File: src/rtl/cache_types_pkg.sv
// ---------------------------------------------------------------------------
// cache_types_pkg
// Shared types and sizes for the cache <-> physical-memory line adaptor.
//   state_t   : adaptor control states (IDLE, READ, WRITE, DONE)
//   S_LINE    : cacheline width in bits
//   S_BURST   : memory bus width in bits per beat
//   BURST_LEN : beats per cacheline
//   S_OFFSET  : line-offset bits cleared on the outgoing address
//   COUNT_W   : width of the beat counter
// ---------------------------------------------------------------------------
package cache_types_pkg;

  localparam int S_LINE    = 256;
  localparam int S_BURST   = 64;
  localparam int BURST_LEN = S_LINE / S_BURST;
  localparam int S_OFFSET  = 5;
  localparam int COUNT_W   = $clog2(BURST_LEN);

  typedef enum logic [1:0] {
    IDLE  = 2'd0,
    READ  = 2'd1,
    WRITE = 2'd2,
    DONE  = 2'd3
  } state_t;

endpackage : cache_types_pkg

File: src/rtl/cacheline_adaptor.sv
// ---------------------------------------------------------------------------
// cacheline_adaptor
// Turns single cacheline read/write requests from the cache into 4-beat
// bursts on the physical-memory bus, and hands the assembled line plus a
// one-cycle completion pulse back to the cache.
//
// Ports
//   clk        : clock
//   rst        : asynchronous reset, active low
//   line_i     : line to write, from cache (pmem_wdata)
//   line_o     : assembled read line, to cache (pmem_rdata)
//   address_i  : line address, from cache (pmem_address)
//   read_i     : line read request, from cache
//   write_i    : line write request, from cache
//   resp_o     : line transfer complete, to cache (pmem_resp)
//   burst_i    : read beat, from memory
//   burst_o    : write beat, to memory
//   address_o  : line-aligned burst address, to memory
//   read_o     : burst read request, to memory
//   write_o    : burst write request, to memory
//   resp_i     : beat valid / accepted, from memory
// ---------------------------------------------------------------------------
module cacheline_adaptor
  import cache_types_pkg::*;
#(
  parameter int s_line   = S_LINE,
  parameter int s_burst  = S_BURST,
  parameter int s_offset = S_OFFSET
) (
  input  logic               clk,
  input  logic               rst,
  input  logic [s_line-1:0]  line_i,
  output logic [s_line-1:0]  line_o,
  input  logic [31:0]        address_i,
  input  logic               read_i,
  input  logic               write_i,
  output logic               resp_o,
  input  logic [s_burst-1:0] burst_i,
  output logic [s_burst-1:0] burst_o,
  output logic [31:0]        address_o,
  output logic               read_o,
  output logic               write_o,
  input  logic               resp_i
);

  localparam int burst_len = s_line / s_burst;
  localparam int count_w   = $clog2(burst_len);

  state_t              state;
  state_t              next_state;
  logic [count_w-1:0]  count;
  logic [s_line-1:0]   buffer;
  logic [31:0]         addr_q;
  logic                last_beat;

  // The offset bits of the cache address never reach memory; they are
  // gathered here only so lint sees them as intentionally dropped.
  logic unused_offset_bits;
  assign unused_offset_bits = ^address_i[s_offset-1:0];

  assign last_beat = (count == count_w'(burst_len - 1));

  // State register; reset drops any burst in flight without a response.
  always_ff @(posedge clk or negedge rst) begin
    if (!rst) begin
      state <= IDLE;
    end else begin
      state <= next_state;
    end
  end

  // Next-state logic. A simultaneous read and write request is served as a
  // write, and memory responses seen while idle are ignored.
  always_comb begin
    next_state = state;
    case (state)
      IDLE: begin
        if (write_i) begin
          next_state = WRITE;
        end else if (read_i) begin
          next_state = READ;
        end
      end
      READ, WRITE: begin
        if (resp_i && last_beat) begin
          next_state = DONE;
        end
      end
      DONE:    next_state = IDLE;
      default: next_state = IDLE;
    endcase
  end

  // Datapath: the request is latched once in IDLE so later changes on the
  // cache side cannot disturb a running burst. The counter holds on the last
  // beat and is cleared only in DONE, so it never wraps mid-burst.
  always_ff @(posedge clk or negedge rst) begin
    if (!rst) begin
      buffer <= '0;
      count  <= '0;
      addr_q <= '0;
    end else begin
      case (state)
        IDLE: begin
          if (write_i) begin
            buffer <= line_i;
            addr_q <= {address_i[31:s_offset], {s_offset{1'b0}}};
          end else if (read_i) begin
            addr_q <= {address_i[31:s_offset], {s_offset{1'b0}}};
          end
        end
        READ: begin
          if (resp_i) begin
            buffer[s_burst*count +: s_burst] <= burst_i;
            if (!last_beat) begin
              count <= count + 1'b1;
            end
          end
        end
        WRITE: begin
          if (resp_i && !last_beat) begin
            count <= count + 1'b1;
          end
        end
        DONE: begin
          count <= '0;
        end
        default: begin
          count <= '0;
        end
      endcase
    end
  end

  // Request lines follow the state directly, so they rise the cycle after the
  // request is sampled and fall in DONE, right after the final beat.
  assign read_o    = (state == READ);
  assign write_o   = (state == WRITE);
  assign resp_o    = (state == DONE);
  assign address_o = addr_q;
  assign line_o    = buffer;
  assign burst_o   = buffer[s_burst*count +: s_burst];

endmodule : cacheline_adaptor

File: config.mk
export PLATFORM = sky130hd
export DESIGN_NAME = cacheline_adaptor
export DESIGN_NICKNAME = d
export VERILOG_FILES = /design/src/rtl/cache_types_pkg.sv /design/src/rtl/cacheline_adaptor.sv
export SDC_FILE = /design/constraint.sdc
export NUM_CORES = 1
export LEC_CHECK = 0
export BUFFER_PORTS_ARGS = -buffer_cell sky130_fd_sc_hd__buf_4
export CORE_AREA = 4 4 273 275
export DETAILED_ROUTE_END_ITERATION = 12
export DIE_AREA = 0 0 277 279
export MAX_ROUTING_LAYER = met4
export PLACE_DENSITY = 0.43
export SKIP_CTS_REPAIR_TIMING = 1
export SLEW_MARGIN = 30
export SYNTH_ARGS = -nofsm -noshare
export SYNTH_HDL_FRONTEND = slang
export SYNTH_SLANG_ARGS = --single-unit
File: constraint.sdc
create_clock -name clk -period 3.6 [get_ports clk]
set_input_delay 0.18 -clock clk [delete_from_list [all_inputs] [get_ports clk]]
set_output_delay 0.18 -clock clk [all_outputs]
set_load 0.02 [all_outputs]
== Word-level counts from Yosys, hierarchy flattened ==
Index checks and enable logic that the tools add are counted.
Operators by class
  equal/unequal tests: 10
  multiplexer cells: 14
  shifts and indexed selects: 3
  reduce and logical (&&, ||, !) cells: 12
  add/subtract/negate cells: 2
Operators with widths (count)
  $mux W256: 2
  $pmux W256 S2: 1
  $bwmux W256: 1
  $shift A64 B34 Y256 const A: 1
  $shiftx A256 B9 Y64: 1
  $shiftx A64 B34 Y256: 1
  $mux W32: 2
  $neg A8 Y34: 1
  $mux W2: 6
  $pmux W2 S3: 2
  $eq A2 B2 Y1 const B: 3
  $ne A2 B2 Y1 const B: 3
  $ne A2 B1 Y1 const B: 2
  $reduce_and A2 Y1: 2
  $reduce_and A4 Y1: 1
  $reduce_bool A2 Y1: 2
  $ne A3 B3 Y1 const B: 1
  $reduce_and A3 Y1: 1
  $reduce_bool A3 Y1: 1
  $add A2 B1 Y2 const B: 1
  $eq A2 B1 Y1 const B: 1
  $logic_and A1 B1 Y1: 2
  $logic_not A2 Y1: 1
  $reduce_or A2 Y1: 1
  $logic_not A1 Y1: 1
Storage, ports and cells
  word-level logic and storage cells: 45
  register bits after elaboration: 292
  bits of input ports: 357
  output and inout bits: 355

== Logic depth before layout (Yosys ltp) ==
Gate-level depths: netlist of run 1.
  depth after elaboration: 5
  gate-level depth with buffers: 11
  mapped depth without buffers: 5

== Worst setup path before layout of run 1 ==
Ideal clock, no wire load.
  kind: reg2reg
  start point: register count[1]
  end point: register buffer[34], in the netlist line_o[34]
  path buffers: 5
  setup time: 127 ps
  arrival: 2541 ps
  required time: 3473 ps
  slack: 932 ps
  stages on the path, launching flop included: 11
  period minus slack after synthesis: 2668 ps
  cells stage by stage: dfrtp_1 -> clkbuf_1 -> buf_1 -> inv_1 -> ha_1 -> clkbuf_1 -> nor2b_1 -> clkbuf_1 -> clkbuf_1 -> a41o_1 -> mux2_1
On the way
  longest elaborated chain between the ends: 5
  elaborated cells between the ends (all ways): 6
  those cells by class: add/sub: 1; shift: 2; mux: 3
RTL lines
  from (decl): line cacheline_adaptor.sv:51  | logic [count_w-1:0] count;
  from (signal assigned): line cacheline_adaptor.sv:116  | count <= count + 1'b1;
  from (signal assigned): line cacheline_adaptor.sv:122  | count <= count + 1'b1;
  $neg A8 Y34 (*): line cacheline_adaptor.sv:114  | buffer[s_burst*count +: s_burst] <= burst_i;
  $shiftx A64 B34 Y256 / $shift A64 B34 Y256 (equally long branches): line cacheline_adaptor.sv:114
  $bwmux W256 (*): line cacheline_adaptor.sv:114
  $mux W256 (*): line cacheline_adaptor.sv:113  | if (resp_i) begin
  $pmux W256 S2 (*): line cacheline_adaptor.sv:103  | case (state)
  to (signal assigned): line cacheline_adaptor.sv:106  | buffer <= line_i;
  to (signal, indexed assignment): line cacheline_adaptor.sv:114
  to (decl): line cacheline_adaptor.sv:52  | logic [s_line-1:0] buffer;
Every way passes the cells marked *; elsewhere a longest branch is shown, timed or not. The select of a mux whose other input is x is not followed.
A chain may end at the register's enable or synchronous reset.

== Worst setup path after layout of run 1 ==
  start point: register count[0]
  end point: output port burst_o[3]
On the way
  longest elaborated chain between the ends: 1
RTL lines
  $shiftx A256 B9 Y64: line cacheline_adaptor.sv:142  | assign burst_o = buffer[s_burst*count +: s_burst];
  to (decl): line cacheline_adaptor.sv:39  | output logic [s_burst-1:0] burst_o,
No other way between the ends.

==> out/qor.csv, run 1 <==
stage,metric,value,unit
run_status,status,"complete, but fails checks",
run_status,failed_checks,hold timing,
die,rows,99,
setup_path,max_stage_delay,0.64,ns
setup_path,worst-path-buf-inv,3,
sta,hold_violations,5,
setup_path,critPathSlowestCell,buf_4,
setup_path,cp_top_family,buffers and inverters,
setup_path,critPathKind,reg2out,
logic_synthesis,avgSynthCellArea,11.1,µm²
setup_path,cpMostUsedCell,buf_4,
place,numPortBuffers,701,
finish,final_cell_mix,"buf_4 (729), dfrtp_1 (285), mux2_2 (279)",
setup_path,crit_path_start,count[0],
finish,area_growth,49.7,%
routing,drt-pass1-iter-count,5,
logic_synthesis,yosys.cell_types.count,32,
die,io_pins,712,
power,power-per-cell-area,1090,nW/µm²
sta,finalCritPeriodShare,88.5,%
finish,fill_cells,7436,
logic_synthesis,syn_area,17200,µm²
clock_network,cts_buffer_depth,3,
routing,drt-initial-drc-count,795,
routing,wl,84000,µm
die,die_w,277,µm
finish,final_cells,3257,
place,placed_cells,3087,
logic_synthesis,synth_seq_area_share,41.8,%
sta,rsz0062_at_grt,false,
global_routing,track_usage,21.3,%
finish,drive_gt1_share,50.6,%
sta,fin_hold_ws,-0.0125,ns
sta,skew,0.0235,ns
sta,finalCriticalPeriod,3.18,ns
die,floorplan.die_area,77300,µm²
setup_path,critPathLaunchType,flop,
clock_network,htree_levels,2,
place,dp_hpwl,56000,µm
die,initial_utilization,23.8,%
power,p_leak,12.1,nW
clock_network,clk_pin_slew_worst_paths,0.06,ns
setup_path,r2r-start,state[1],
setup_path,worstPathArrival,3.00,ns
routing,ant_nets,0,
routing,wl_per_cell,25.8,µm
global_routing,overflow,0,
setup_path,path_cells,buf_12 -> buf_4 -> mux4_2 -> buf_4,
finish,multi_input_area,8590,µm²
finish,nets,2627,
logic_synthesis,yosysWarnings,0,
logic_synthesis,synth_cells,1543,
run,max_cap_viol_count,0,
sta,fmax,314,MHz
setup_path,cp_data_required_time,3.42,ns
routing,vias_per_cell,4.94,
logic_synthesis,synth-seq-cells,287,
global_routing,antenna_found_initial,10,
global_routing,grt_max_degree,100,
sta,worstMarginPinSlew,0.979,ns
sta,max-slew-margin-rel,34.7,%
die,die_y,279,µm
sta,slew_violations,0,
finish,seqCellArea,7190,µm²
routing,drc,0,
global_routing,grt_pass1_vias,16900,
sta,setup_tns,0,ns
global_routing,grt_pass1_wl,121000,µm
clock_network,worstSkewPairLatency,0.55,ns
setup_path,worstPathMaxFanout,99,
die,coreArea,72300,µm²
place,globalplace.congestion,0.800,
hold_path,min_path_type,in2reg,
clock_network,cts_buffers,40,
routing,vias,16100,
finish,final_common_cell,buf_4,
clock_network,clockRootBuffer,clkbuf_16,
setup_path,end_kind,output port,
hold_path,worstHoldStart,line_i[154],
sta,finalSetupViolCount,0,
power,ir_drop,0.710,mV
clock_network,clock-sinks,287,
clock_network,cts_tree,done,
cell usage after synthesis (all sizes together):
master	number	share of area, %
nor2	2	0.044
o21ai	3	0.087
inv	198	4.3
mux2i	2	0.12
buf	52	2.4
or2	1	0.036
o41ai	64	3.3
o32ai	64	3.3
nand3	64	1.9
nand2	69	1.5
ha	9	0.65
dfrtp	287	42
o22ai	64	2.3
a311oi	1	0.051
a21oi	6	0.26
nor2b	66	2.4
nand2b	67	2.4
or2b	1	0.044
mux4	64	8.4
mux2	284	19
nand3b	1	0.044
a21bo	1	0.058
conb	1	0.022
a41o	64	3.7
clkbuf	107	2.3
a221oi	1	0.051
area by class of cell:
class,count,share of cell area [%]
timing repair buffer,831,25.8
clock buffer,64,4.72
antenna,9,0.0875
sequential,287,27.9
inverter,198,2.89
tap,959,4.66
multi-input combinational,903,33.4
clock inverter,6,0.476
worst paths after layout:
check	endpoint	slack (ns)	cells after the start
max in group asynchronous	line_o[16]	2.48	4
min in group asynchronous	address_o[21]	0.14	2
worst min-delay path	line_o[154]	-0.01	4
worst max register to register	line_o[42]	0.64	7
worst min register to register	address_o[11]	0.50	1
worst max-delay path	burst_o[3]	0.42	4
flip-flops by register name, indices dropped and copies added, names as in the netlist:
register / cells
line_o: 256
address_o: 27
count: 2
state: 2
power breakdown:
part / internal (mW) / switching (mW)
clock network: 2.52 / 1.59
registers: 4.92 / 1.62
logic: 7.69 / 9.84
total: 15.1 / 13.0
cells by family after synthesis:
| family | share of synthesized area, % |
|---|---|
| buf+inv | 9.01 |
| mux | 27.1 |
| flops | 41.8 |
| simple gates | 8.37 |
| compound gates | 13.1 |
| fa+ha+maj | 0.655 |
| other cells | 0.0218 |
routing by layer:
metal  track usage, %  share of wire (%)  vias to the layer above
met5                -                  0                        -
met4             5.09                2.3                        0
met3             4.86                6.5                      115
met2             36.0                 50                      635
met1             26.0                 41                     8240
li1                 -                  -                     7096
stage by stage:
stage	instance area [µm²]	utilization (%)	worst slack (ns)	power [mW]
after CTS	24800	34.2	0.307	28.3
after global routing	25700	35.6	0.206	29.6
after detailed placement	23400	32.4	0.619	24.1
after floorplan	17200	-	0.932	16.4
after global placement	23400	32.4	0.632	23.9
final	25700	35.6	0.415	28.2
worst register-to-register path, cell delays in order, from the launching register on:
cell	delay (ns)
dfrtp_1	0.42
inv_1	0.13
ha_4	0.26
buf_4	0.62
buf_4	0.75
nor2b_1	0.21
a41o_1	0.23
mux2_2	0.25
(Power assumes the default switching activity.)
==> run 2: changes to the inputs <==
--- a/config.mk
+++ b/config.mk
@@ -10,7 +10,7 @@
 export DETAILED_ROUTE_END_ITERATION = 12
 export DIE_AREA = 0 0 277 279
 export MAX_ROUTING_LAYER = met4
-export PLACE_DENSITY = 0.43
+export PLACE_DENSITY = 0.52
 export SKIP_CTS_REPAIR_TIMING = 1
 export SLEW_MARGIN = 30
 export SYNTH_ARGS = -nofsm -noshare
==> run 2 against run 1 <==
- the run still ends with hold timing left
- setup slack gained 0.078 ns
- via count is 1.5% higher
- die area did not move
- hold slack better by 0.0065 ns
- count of clock-buffer cells in the layout decreased by 8
- sequential cell count stayed put
==> out/qor.csv, run 2 (synthesized netlist as in run 1, its figures left out) <==
stage,metric,value,unit,change
run_status,status,"complete, but fails checks",,
run_status,failed_checks,hold timing,,
finish,largest_register_ffs,256,,unchanged
sta,setup_tns,0,ns,unchanged
finish,nets,2626,,-0.038%
setup_path,critPathLaunchType,flop,,
power,power.share.switching,46.8,%,+0.48 points
power,ir_drop,0.759,mV,+6.9%
die,coreArea,72300,µm²,unchanged
global_routing,grt_max_degree,100,,unchanged
sta,fmax,322,MHz,+2.5%
sta,fin_hold_ws,-0.00601,ns,+0.00650 ns
finish,fill_cells,7311,,-1.7%
setup_path,max_stage_delay,0.64,ns,about the same
power,p_switching,13.0,mW,-0.46%
routing,wl_met3,5010,µm,-7.6%
global_routing,track_usage,20.5,%,-0.80 points
setup_path,worstPathArrival,2.93,ns,-0.07 ns
global_routing,antenna_found_initial,4,,-6
routing,ant_nets,0,,unchanged
clock_network,htree_levels,2,,unchanged
routing,drt-initial-drc-count,1008,,+27%
clock_network,clock-sinks,287,,unchanged
routing,vias,16300,,+1.5%
die,io_pins,712,,unchanged
place,numPortBuffers,701,,unchanged
setup_path,worstPathMaxFanout,37,,-63%
sta,slew_violations,0,,unchanged
clock_network,clk_pin_slew_worst_paths,0.06,ns,about the same
die,rows,99,,unchanged
routing,wl_met1,32500,µm,-5.6%
setup_path,end_kind,output port,,
die,floorplan.die_area,77300,µm²,unchanged
finish,area_growth,48.7,%,
clock_network,clockRootBuffer,clkbuf_16,,
clock_network,cts_tree,done,,
routing,drt-pass1-iter-count,5,,unchanged
global_routing,grt_pass1_wl,118000,µm,-2.6%
sta,finalCritPeriodShare,86.3,%,-2.2 points
sta,skew,0.0224,ns,-0.00107 ns
clock_network,cts_buffer_depth,3,,unchanged
hold_path,min_path_type,in2reg,,
routing,wl,81300,µm,-3.3%
sta,hold_violations,3,,-2
finish,drive_gt1_share,50.6,%,-0.065 points
setup_path,critPathSlowestCell,mux4_2,,
setup_path,cpMostUsedCell,buf_4,,
global_routing,overflow,0,,unchanged
die,die_y,279,µm,unchanged
die,initial_utilization,23.8,%,unchanged
setup_path,critPathKind,reg2out,,
sta,finalCriticalPeriod,3.11,ns,-0.0784 ns
power,comb_power_share,62.8,%,+0.6 points
routing,wl_per_cell,25.0,µm,-3.1%
place,dp_hpwl,54400,µm,-2.9%
sta,worstMarginPinSlew,0.964,ns,-0.0151 ns
clock_network,cts_buffers,38,,-5.0%
routing,topRoutingLayerUsed,met4,,
setup_path,reg2reg_depth,6,,-1
power,clock_power_share,13.4,%,-1.2 points
setup_path,path_cells,buf_4 -> buf_4 -> mux4_2 -> buf_4,,
power,pwr-share-seq,23.8,%,+0.6 points
routing,vias_per_cell,5.02,,+1.7%
clock_network,worstSkewPairLatency,0.56,ns,about the same
power,power-per-cell-area,1090,nW/µm²,-0.85%
sta,rsz0062_at_grt,false,,
die,die_w,277,µm,unchanged
power,p_leak,12.1,nW,-0.58%
global_routing,grt_pass1_vias,17300,,+2.4%
sta,max-slew-margin-rel,35.7,%,+1.0 points
sta,finalSetupViolCount,0,,unchanged
setup_path,cp_data_required_time,3.42,ns,about the same
finish,final_cell_mix,"buf_4 (727), dfrtp_1 (285), mux2_2 (279)",,
power,p_int,14.8,mW,-2.4%
place,globalplace.congestion,0.855,,+6.9%
run,max_cap_viol_count,0,,unchanged
finish,final_common_cell,buf_4,,
routing,met2_wirelength,41400,µm,-1.9%
routing,drc,0,,unchanged
hold_path,hold_depth,4,,unchanged
## run 2: cell count changes in the layout (fill, tap and decap cells not counted), sizes merged
cell and change:
clkbuf -8, diode -3, bufinv -2, dlygate4sd3 +4, inv +2, clkinv +4, buf -3
## run 2: critical path, delay by kind of cell (launching register included)
family                 cells  cell delay (ns)
muxes                      1             0.64
DFF                        1             0.45
buffers and inverters      3             1.19
## run 2: layout make-up
cell class	instances	area (µm²)	share of cell area (%)
Multi-Input combinational cell	903	8590	33.6
Inverter	198	743	2.91
Tap cell	959	1200	4.69
Clock inverter	10	96.3	0.377
Timing Repair Buffer	832	6630	25.9
Clock buffer	56	1100	4.30
Antenna cell	6	15.0	0.0587
Sequential cell	287	7190	28.1
## run 2: path summary, 6_finish.rpt
| kind | startpoint | to | slack, ns |
|---|---|---|---|
| max | count[0] | burst_o[16] | 0.49 |
| min | line_i[149] | line_o[149] | -0.006 |
| min in group asynchronous | rst | address_o[21] | 0.30 |
| max in group asynchronous | rst | line_o[14] | 2.27 |
| max reg2reg | count[1] | state[1] | 0.52 |
| min reg2reg | address_o[14] | address_o[14] | 0.50 |
## run 2: routing by layer
layer  vias up  global-route usage [%]
met4         0                    6.52
li1       7101                       -
met5         -                       -
met3       139                    3.95
met1      8359                    24.7
met2       729                    34.9
## run 2: power by group through the flow
stage               Combinational (mW)  Clock (mW)  Sequential (mW)
finish                            17.4        3.72             6.59
global route                      18.4        3.98             6.77
CTS                               17.5        3.87             6.59
detailed placement                17.4           0             6.61
global placement                  17.2           0             6.56
floorplan                         8.56           0             7.86
## run 2: per-stage QoR
stage          util [%]  instances  power [mW]  worst slack [ns]  area [µm²]
3_3_place_gp       32.4       3087        23.8             0.795       23400
6_report           35.3       3251        27.7             0.494       25600
4_1_cts            34.1       3153        27.9             0.387       24600
2_1_floorplan         -       1547        16.4             0.932       17200
3_5_place_dp       32.4       3087        24.0             0.724       23400
5_1_grt            35.3       3249        29.1             0.324       25600
==> run 3: changes to the inputs <==
--- a/config.mk
+++ b/config.mk
@@ -10,7 +10,8 @@
 export DETAILED_ROUTE_END_ITERATION = 12
 export DIE_AREA = 0 0 277 279
 export MAX_ROUTING_LAYER = met4
-export PLACE_DENSITY = 0.52
+export PLACE_DENSITY = 0.44
+export RECOVER_POWER = 100
 export SKIP_CTS_REPAIR_TIMING = 1
 export SLEW_MARGIN = 30
 export SYNTH_ARGS = -nofsm -noshare
==> run 3 against run 2 <==
- the flow finishes with violations (hold timing, capacitance limit, slew limit)
- largest cell class unchanged
- count of clock-buffer cells in the layout increased by 6
- setup slack got worse by 0.073 ns
- sequential share of layout area increased by 1.5 points
- clock skew decreased by 0.0064 ns
- critical endpoint is now burst_o[38]
- register-to-register slack got worse by 0.07 ns
==> out/qor.csv, run 3 (synthesized netlist as in run 1, its figures left out) <==
stage,metric,value,unit,change
sta,slew_violations,137,,+137
sta,setup_tns,0,ns,unchanged
setup_path,worstPathMaxFanout,37,,unchanged
die,die_y,279,µm,unchanged
hold_path,min_path_type,in2reg,,
setup_path,cp_data_required_time,3.42,ns,about the same
sta,skew,0.0160,ns,-0.00644 ns
routing,drt-pass1-iter-count,5,,unchanged
finish,final_cell_mix,"buf_4 (368), clkbuf_1 (367), dfrtp_1 (286)",,
die,initial_utilization,23.8,%,unchanged
setup_path,r2r_end,state[1],,
die,io_pins,712,,unchanged
finish,utilization,33.5,%,-1.8 points
clock_network,cts_tree,done,,
routing,ant_nets,0,,unchanged
run_status,status,"complete, but fails checks",,
hold_path,worstHoldStart,line_i[182],,
clock_network,clockRootBuffer,clkbuf_16,,
setup_path,reg2reg_depth,7,,+1
sta,fin_ws,0.420,ns,-0.0733 ns
clock_network,htree_levels,2,,unchanged
die,rows,99,,unchanged
power,power-per-cell-area,1070,nW/µm²,-1.3%
sta,finalCriticalPeriod,3.18,ns,+0.0733 ns
setup_path,worstPathArrival,3.00,ns,+0.07 ns
global_routing,antenna_found_initial,9,,+5
global_routing,grt_pass1_wl,120000,µm,+2.0%
clock_network,clk_pin_slew_worst_paths,0.06,ns,about the same
routing,drt-initial-drc-count,970,,-3.8%
power,p_leak,10.8,nW,-11%
clock_network,cts_buffers,39,,+2.6%
place,numPortBuffers,701,,unchanged
routing,wl_per_cell,25.5,µm,+2.1%
routing,vias,16100,,-1.2%
hold_path,hold_end,line_o[182],,
sta,finalCritPeriodShare,88.3,%,+2.0 points
setup_path,critPathKind,reg2out,,
sta,finalSetupViolCount,0,,unchanged
global_routing,overflow,0,,unchanged
global_routing,grt_max_degree,137,,+37%
routing,vias_per_cell,4.95,,-1.5%
global_routing,grt_pass1_vias,17000,,-1.8%
place,dp_hpwl,57100,µm,+4.9%
routing,wl,83200,µm,+2.4%
setup_path,critPathLaunchType,flop,,
die,coreArea,72300,µm²,unchanged
place,dp_worst_setup_slack,0.917,ns,+0.193 ns
clock_network,worstSkewPairLatency,0.55,ns,about the same
finish,nets,2630,,+0.15%
finish,largest_register_ffs,256,,unchanged
setup_path,end_kind,output port,,
sta,max-slew-margin-rel,-46.3,%,-82 points
die,floorplan.die_area,77300,µm²,unchanged
finish,final_common_cell,buf_4,,
power,ir_drop,0.595,mV,-22%
sta,hold_violations,3,,unchanged
setup_path,rrSetupSlack,0.45,ns,-0.07 ns
run,max_cap_viol_count,3,,+3
sta,worstMarginPinSlew,2.19,ns,+1.23 ns
die,die_w,277,µm,unchanged
finish,area_growth,41.1,%,
clock_network,clock-sinks,287,,unchanged
setup_path,r2r-start,count[1],,
clock_network,cts_buffer_depth,3,,unchanged
run_status,failed_checks,"hold timing, capacitance limit, slew limit",,
finish,drive_gt1_share,35.0,%,-16 points
hold_path,hold_depth,4,,unchanged
sta,fin_hold_ws,-0.0224,ns,-0.0164 ns
routing,drc,0,,unchanged
place,globalplace.congestion,0.814,,-4.8%
global_routing,track_usage,21.2,%,+0.64 points
sta,rsz0062_at_grt,false,,
sta,fmax,314,MHz,-2.3%
run 3: cell types whose count changed in the layout (fill, tap and decap cells not counted), sizes merged:
| cell | change |
|---|---|
| bufinv | -1 |
| clkinv | -1 |
| dlygate4sd3 | -5 |
| buf | -351 |
| diode | +4 |
| inv | -1 |
| clkbuf | +365 |
run 3: layout make-up:
class,instances,area [µm²]
multi-input cells,903,8560
well taps,959,1200
repair buffers,835,5380
flip-flops and latches,287,7190
clock inverters,7,45.0
fillers,7774,48100
clock buffers,62,1130
diodes,10,25.0
inverters,198,743
run 3: metrics by stage:
step           area, µm²  total power, mW  hold slack [ns]  instances
3_3_place_gp       23700             24.3            0.159       3095
4_1_cts            24800             28.4           -0.449       3164
6_report           24300             26.0          -0.0224       3261
5_1_grt            24300             27.4         -0.00350       3260
2_1_floorplan      17200             16.4           -0.116       1547
3_5_place_dp       23700             24.5            0.153       3095
run 3: where the power goes:
part | leakage [nW] | total [mW] | switching (mW) | internal, mW
logic | 6.72 | 15.8 | 9.85 | 5.94
registers | 3.48 | 6.49 | 1.58 | 4.91
clock network | 0.574 | 3.69 | 1.54 | 2.15
total | 10.8 | 26.0 | 13.0 | 13.0
run 3: how the worst max path moves through the flow:
stage                  start          end  slack, ns  cells past startpoint
floorplan           count[1]   line_o[34]       0.93                     10
global placement    state[1]  line_o[219]       0.93                      8
detailed placement  count[1]  line_o[154]       0.92                      6
CTS                 count[1]   burst_o[2]       0.51                      4
global route        count[1]     state[1]       0.28                      7
finish              count[1]  burst_o[38]       0.42                      4
run 3: critical path: stages (launching register included):
cell and delay (ns):
dfrtp_4 0.40, buf_4 0.51, clkbuf_4 0.82, mux4_2 0.35, clkbuf_1 0.32
run 3: metal layers:
layer	vias up	part of all wire [%]	track usage (%)
met1	8283	41	25.6
li1	7101	-	-
met5	-	0	-
met2	633	50	35.6
met3	114	6.9	5.23
met4	0	2.4	5.41
